$ cat config.mk
export PLATFORM = sky130hd
export DESIGN_NAME = regfile_mp_flat
export DESIGN_NICKNAME = d
export VERILOG_FILES = /design/src/rtl/regfile_pkg.sv /design/src/rtl/regfile_mp_if.sv /design/src/rtl/rf_bypass_sel.sv /design/src/rtl/regfile_mp.sv /design/src/flat_wrapper.sv
export SDC_FILE = /design/constraint.sdc
export NUM_CORES = 2
export LEC_CHECK = 0
export ABC_CLOCK_PERIOD_IN_PS = 8000
export CAP_MARGIN = 0
export CORE_MARGIN = 4
export CORE_UTILIZATION = 25
export CTS_BUF_LIST = sky130_fd_sc_hd__clkbuf_4 sky130_fd_sc_hd__clkbuf_8 sky130_fd_sc_hd__clkbuf_16
export DETAILED_ROUTE_END_ITERATION = 8
export GPL_TIMING_DRIVEN = 0
export SKIP_LAST_GASP = 1
export SLEW_MARGIN = 10
export SYNTH_ARGS = -nofsm -noshare
export SYNTH_HDL_FRONTEND = slang
export SYNTH_SLANG_ARGS = --single-unit
$ cat constraint.sdc
create_clock -name clk -period 8 [get_ports clk]
set_input_delay 1.6 -clock clk [delete_from_list [all_inputs] [get_ports clk]]
set_output_delay 1.6 -clock clk [all_outputs]
set_load 0.01 [all_outputs]
$ cat src/rtl/regfile_pkg.sv
// regfile_pkg: shared constants and address-width helper for the multi-port register file
package regfile_pkg;
   localparam int XLEN_DEF = 32;
   localparam int NREGS_DEF = 32;
   localparam int ZERO_REG = 0;
   function automatic int clog2(input int n);
      int r;
      r = 0;
      for (int v = n - 1; v > 0; v = v >> 1) r++;
      return r;
   endfunction
endpackage

$ cat src/rtl/regfile_mp_if.sv
// regfile_mp_if: read, write and scoreboard-set ports of the register file
interface regfile_mp_if
   import regfile_pkg::*;
#(
   parameter int XLEN = XLEN_DEF,
   parameter int NREGS = NREGS_DEF,
   parameter int NRD = 2,
   parameter int NWR = 2,
   localparam int AW = clog2(NREGS)
);
   logic [NRD*AW-1:0] raddr;
   logic [NRD*XLEN-1:0] rdata;
   logic [NRD-1:0] rbusy;
   logic [NWR-1:0] we;
   logic [NWR*AW-1:0] waddr;
   logic [NWR*XLEN-1:0] wdata;
   logic set_en;
   logic [AW-1:0] set_addr;
   modport master (output raddr, we, waddr, wdata, set_en, set_addr, input rdata, rbusy);
   modport slave (input raddr, we, waddr, wdata, set_en, set_addr, output rdata, rbusy);
endinterface

$ cat src/rtl/rf_bypass_sel.sv
// rf_bypass_sel: per-read-port forwarding of same-cycle write data and busy masking
module rf_bypass_sel
   import regfile_pkg::*;
#(
   parameter int XLEN = XLEN_DEF,
   parameter int AW = 5,
   parameter int NWR = 2,
   parameter int BYPASS = 1
) (
   input logic [AW-1:0] raddr,
   input logic [XLEN-1:0] rval,
   input logic busy,
   input logic [NWR-1:0] we,
   input logic [NWR*AW-1:0] waddr,
   input logic [NWR*XLEN-1:0] wdata,
   output logic [XLEN-1:0] rdata,
   output logic rbusy
);
   logic hit;
   logic [XLEN-1:0] fwd;
   // later ports overwrite earlier matches, so the highest index wins
   always_comb begin
      hit = 1'b0;
      fwd = rval;
      for (int j = 0; j < NWR; j++)
         if (we[j] && waddr[j*AW +: AW] == raddr && raddr != AW'(ZERO_REG)) begin
            hit = 1'b1;
            fwd = wdata[j*XLEN +: XLEN];
         end
      rdata = (BYPASS != 0) ? fwd : rval;
      rbusy = busy && !((BYPASS != 0) && hit);
   end
endmodule

$ cat src/rtl/regfile_mp.sv
// regfile_mp: multi-port register file with hardwired x0, write bypass and busy scoreboard
module regfile_mp
   import regfile_pkg::*;
#(
   parameter int XLEN = XLEN_DEF,
   parameter int NREGS = NREGS_DEF,
   parameter int NRD = 2,
   parameter int NWR = 2,
   parameter int BYPASS = 1
) (
   input logic clk,
   input logic rst_n,
   regfile_mp_if.slave bus
);
   localparam int AW = clog2(NREGS);
   logic [XLEN-1:0] regs [NREGS];
   logic [NREGS-1:0] busy;
   // the set is applied after write clears so a new producer supersedes the retiring one
   always_ff @(posedge clk) begin
      if (!rst_n) begin
         regs <= '{default: '0};
         busy <= '0;
      end else begin
         for (int j = 0; j < NWR; j++)
            if (bus.we[j] && bus.waddr[j*AW +: AW] != AW'(ZERO_REG)) begin
               regs[bus.waddr[j*AW +: AW]] <= bus.wdata[j*XLEN +: XLEN];
               busy[bus.waddr[j*AW +: AW]] <= 1'b0;
            end
         if (bus.set_en && bus.set_addr != AW'(ZERO_REG)) busy[bus.set_addr] <= 1'b1;
      end
   end
   for (genvar i = 0; i < NRD; i++) begin : g_rd
      rf_bypass_sel #(.XLEN(XLEN), .AW(AW), .NWR(NWR), .BYPASS(BYPASS)) u_sel (
         .raddr(bus.raddr[i*AW +: AW]),
         .rval(regs[bus.raddr[i*AW +: AW]]),
         .busy(busy[bus.raddr[i*AW +: AW]]),
         .we(bus.we),
         .waddr(bus.waddr),
         .wdata(bus.wdata),
         .rdata(bus.rdata[i*XLEN +: XLEN]),
         .rbusy(bus.rbusy[i])
      );
   end
endmodule

$ cat src/flat_wrapper.sv
// flat-port wrapper written by rule: the top's interface ports become plain ports
module regfile_mp_flat import regfile_pkg::*;
#(
   parameter int XLEN = XLEN_DEF,
   parameter int NREGS = NREGS_DEF,
   parameter int NRD = 2,
   parameter int NWR = 2,
   parameter int BYPASS = 1
)
  (clk, rst_n, bus_raddr, bus_we, bus_waddr, bus_wdata, bus_set_en, bus_set_addr, bus_rdata, bus_rbusy);
  regfile_mp_if #(.XLEN(XLEN), .NREGS(NREGS), .NRD(NRD), .NWR(NWR)) bus_i ();
  input logic clk;
  input logic rst_n;
  input wire logic [$bits(bus_i.raddr)-1:0] bus_raddr;
  input wire logic [$bits(bus_i.we)-1:0] bus_we;
  input wire logic [$bits(bus_i.waddr)-1:0] bus_waddr;
  input wire logic [$bits(bus_i.wdata)-1:0] bus_wdata;
  input wire logic [$bits(bus_i.set_en)-1:0] bus_set_en;
  input wire logic [$bits(bus_i.set_addr)-1:0] bus_set_addr;
  output wire logic [$bits(bus_i.rdata)-1:0] bus_rdata;
  output wire logic [$bits(bus_i.rbusy)-1:0] bus_rbusy;
  assign bus_i.raddr = bus_raddr;
  assign bus_i.we = bus_we;
  assign bus_i.waddr = bus_waddr;
  assign bus_i.wdata = bus_wdata;
  assign bus_i.set_en = bus_set_en;
  assign bus_i.set_addr = bus_set_addr;
  assign bus_rdata = bus_i.rdata;
  assign bus_rbusy = bus_i.rbusy;
  regfile_mp #(.XLEN(XLEN), .NREGS(NREGS), .NRD(NRD), .NWR(NWR), .BYPASS(BYPASS)) u_core (.clk(clk), .rst_n(rst_n), .bus(bus_i));
endmodule
==> results.yml <==
synthesis:
  async_flop_share_pct: 0
  synthCells: 7499
  ys_ff_latch: 1056
  yosysSeqAreaShare_pct: 32.66
  netlist_area_sq_mm: 0.06472
  syn_area_per_cell_sq_um: 8.630
  ys_types: 56
  synth_nets: 7593
  synthFlopType: "dfxtp_1"
  synth_edf_count: 0
  synth-warning-count: 0
routing:
  drt_iter0_drc: 13150
  vias: 74120
  drcViolationCount: 0
  ant_nets: 0
  firstDrtPassIters: 7
  routed_wl_um: 501100
  routed_via_density: 6.576
  wl_per_cell_um: 44.46
outcome:
  violations: "max-capacitance violations, max-slew violations, negative setup slack"
  status: "complete, but fails checks"
worst_setup_path:
  cp.required_ns: 6.40
  worstSetupStartpointType: "primary input"
  r2r_cells: 2
  end_kind: "output port"
  arrival_ns: 6.69
  crit_path_max_fanout: 10
  worstSetupPathType: "primary input to output port"
layout:
  syn2layout_area_growth_pct: 16.45
  drive_above_1_share_pct: 13.37
  layout_commonest_cell: "nor2_1"
  multiInputGateArea_sq_mm: 0.03933
  fillers: 27290
  final_cell_mix: "nor2_1 (1,107), dfxtp_1 (1,056), nand2_1 (1,002), clkbuf_1 (767), a311oi_1 (698)"
  layout.cells.non_filler: 11270
  final-seq-area_sq_mm: 0.02114
  nNetsFinal: 7852
die:
  die_y_um: 516.8
  core_area_sq_mm: 0.2572
  start_util_pct: 25.17
  io_pins: 160
  die_width_um: 516.8
  die-area_sq_mm: 0.2671
  rows: 186
cts:
  cts_hold_buf: 0
  clockBufferDepth: 3
  numCtsBuffers: 145
  cts-root-buf: "clkbuf_16"
  path_clk_slew_ns: 0.06
  worst_skew_pair.late_latency_ns: 0.86
  cts_tree: "done"
  htreeDepth: 4
  cts_sinks: 1056
placement:
  gp_congestion: 1.057
  dp_hpwl_um: 403800
  port_buffers: 93
  dp_cells: 10990
pwr:
  power_density_mw_per_mm2: 195.8
  power_uw: 14750
  p_leak_uw: 0.02616
  worst_ir_drop_vdd_v: 0.0002025
timing:
  tightest_slew_ns: 1.567
  hold_violations: 0
  rsz0062_at_grt: "no"
  fin_crit_sh_pct: 103.6
  finalMaxSlewViolations: 21
  timing.final.ws_setup_ns: -0.2880
  slew_headroom_pct: -4.436
  finClkSkew_ns: 0
  fmaxAchievable_ghz: 0.1207
  period_minus_slack_ns: 8.288
  finalSetupViolCount: 49
global_routing:
  grt_pass1_wl_um: 643900
  antenna_found_initial: 31
  grt_pass1_vias: 66810
  grt_max_degree: 17
  overflow: 0
  grt.total_usage_pct: 35.90
job:
  max_cap_viol_count: 3
min_path:
  hp-class: "flip-flop to flip-flop"
  holdPathStages: 1
==> cells in the mapped netlist (19+ instances only) <==
cell,instances,area (sq um)
nor2_1,1110,4167
o211ai_1,36,270.3
buf_4,36,270.3
mux4_2,363,8175
inv_1,20,75.07
mux2i_1,542,5425
a221oi_1,47,411.6
buf_2,117,585.6
a211o_1,20,175.2
dfxtp_1,1056,21140
o221ai_1,140,1226
mux2_2,112,1261
and2_1,52,325.3
buf_1,68,255.2
nand2_1,1002,3761
a32oi_1,25,219.0
o211ai_2,19,237.7
a22o_1,28,245.2
a31oi_1,25,156.4
o21ai_0,205,1026
a22oi_1,34,255.2
a211oi_1,326,2447
or2_2,20,125.1
a311oi_1,698,6113
a21oi_1,51,255.2
nand3_1,357,1787
clkbuf_1,827,3104
==> registers in the layout, indices dropped and copies added (netlist names) <==
signal	flops
u_core.busy	32
u_core.regs	1024
==> through the flow <==
step / TNS (ns) / instance area [sq um] / setup WS, ns / hold slack [ns] / util, %
after floorplan: 0 / 64720 / 2.961 / 0.4431 / -
after global placement: -54.25 / 69880 / -1.615 / 0.4562 / 27.18
after detailed placement: -13.22 / 70320 / -0.7563 / 0.4681 / 27.35
after CTS: -0.6127 / 75270 / -0.1203 / 0.4831 / 29.27
after global routing: 0 / 75310 / 0.006732 / 0.4930 / 29.28
final: -4.957 / 75360 / -0.2880 / 0.4833 / 29.31
==> where the power goes <==
group,internal [uW],switching [uW]
clock,4010,2940
sequential,5360,96.7
combinational,533,1820
==> worst max-delay path, stage by stage <==
cell and delay, ns:
buf_2 0.47, clkdlybuf4s15_2 0.70, nand3b_1 0.52, buf_8 0.36, clkbuf_2 0.39, buf_16 0.31
o221ai_1 0.60, a211oi_1 0.23, a21o_1 0.26, o211ai_2 0.49, clkdlybuf4s50_1 0.66
==> final timing paths <==
kind                                                    from                           end  slack (ns)
worst min register to register  u_core.regs[1006]$_SDFF_PN0_  u_core.regs[1006]$_SDFF_PN0_        0.48
worst max register to register    u_core.regs[51]$_SDFF_PN0_    u_core.regs[51]$_SDFF_PN0_        6.54
worst min-delay path            u_core.regs[1006]$_SDFF_PN0_  u_core.regs[1006]$_SDFF_PN0_        0.48
worst max-delay path                            bus_raddr[1]                 bus_rdata[31]       -0.29
==> cells by family (layout without fill, tap and decap cells) <==
family	Yosys count	after routing	share of synthesized area [%]
multiplexers	1017	1017	22.96
other	0	26	0
AO/OA/AOI/OAI	1713	1713	20.85
flip-flops	1056	1056	32.66
AND/OR/NAND/NOR	2611	2611	16.48
XOR/XNOR	20	20	0.2706
buffers and inverters	1082	1444	6.772
==> per-layer routing <==
layer / routed length [um] / global-route usage, %
met1: 193600 / 45.75
met5: 129 / 0.1622
met2: 195800 / 49.24
met4: 50640 / 29.37
met3: 60860 / 11.27
==> area by class of cell <==
cell class / instances / share of cell area [%]
flip-flops and latches: 1056 / 28.05
repair buffers: 113 / 1.705
clock inverters: 37 / 0.6043
diodes: 26 / 0.08633
well taps: 3384 / 5.618
multi-input cells: 5361 / 52.19
inverters: 22 / 0.1096
plain buffers: 1059 / 5.836
clock buffers: 213 / 5.802
==> timing repair <==
action                     in CTS  in global routing
cloned                          0                  0
setup endpoints to repair      53                 11
gates resized for setup        23                  9
setup buffers                   2                  0
(Power assumes the default switching activity.)
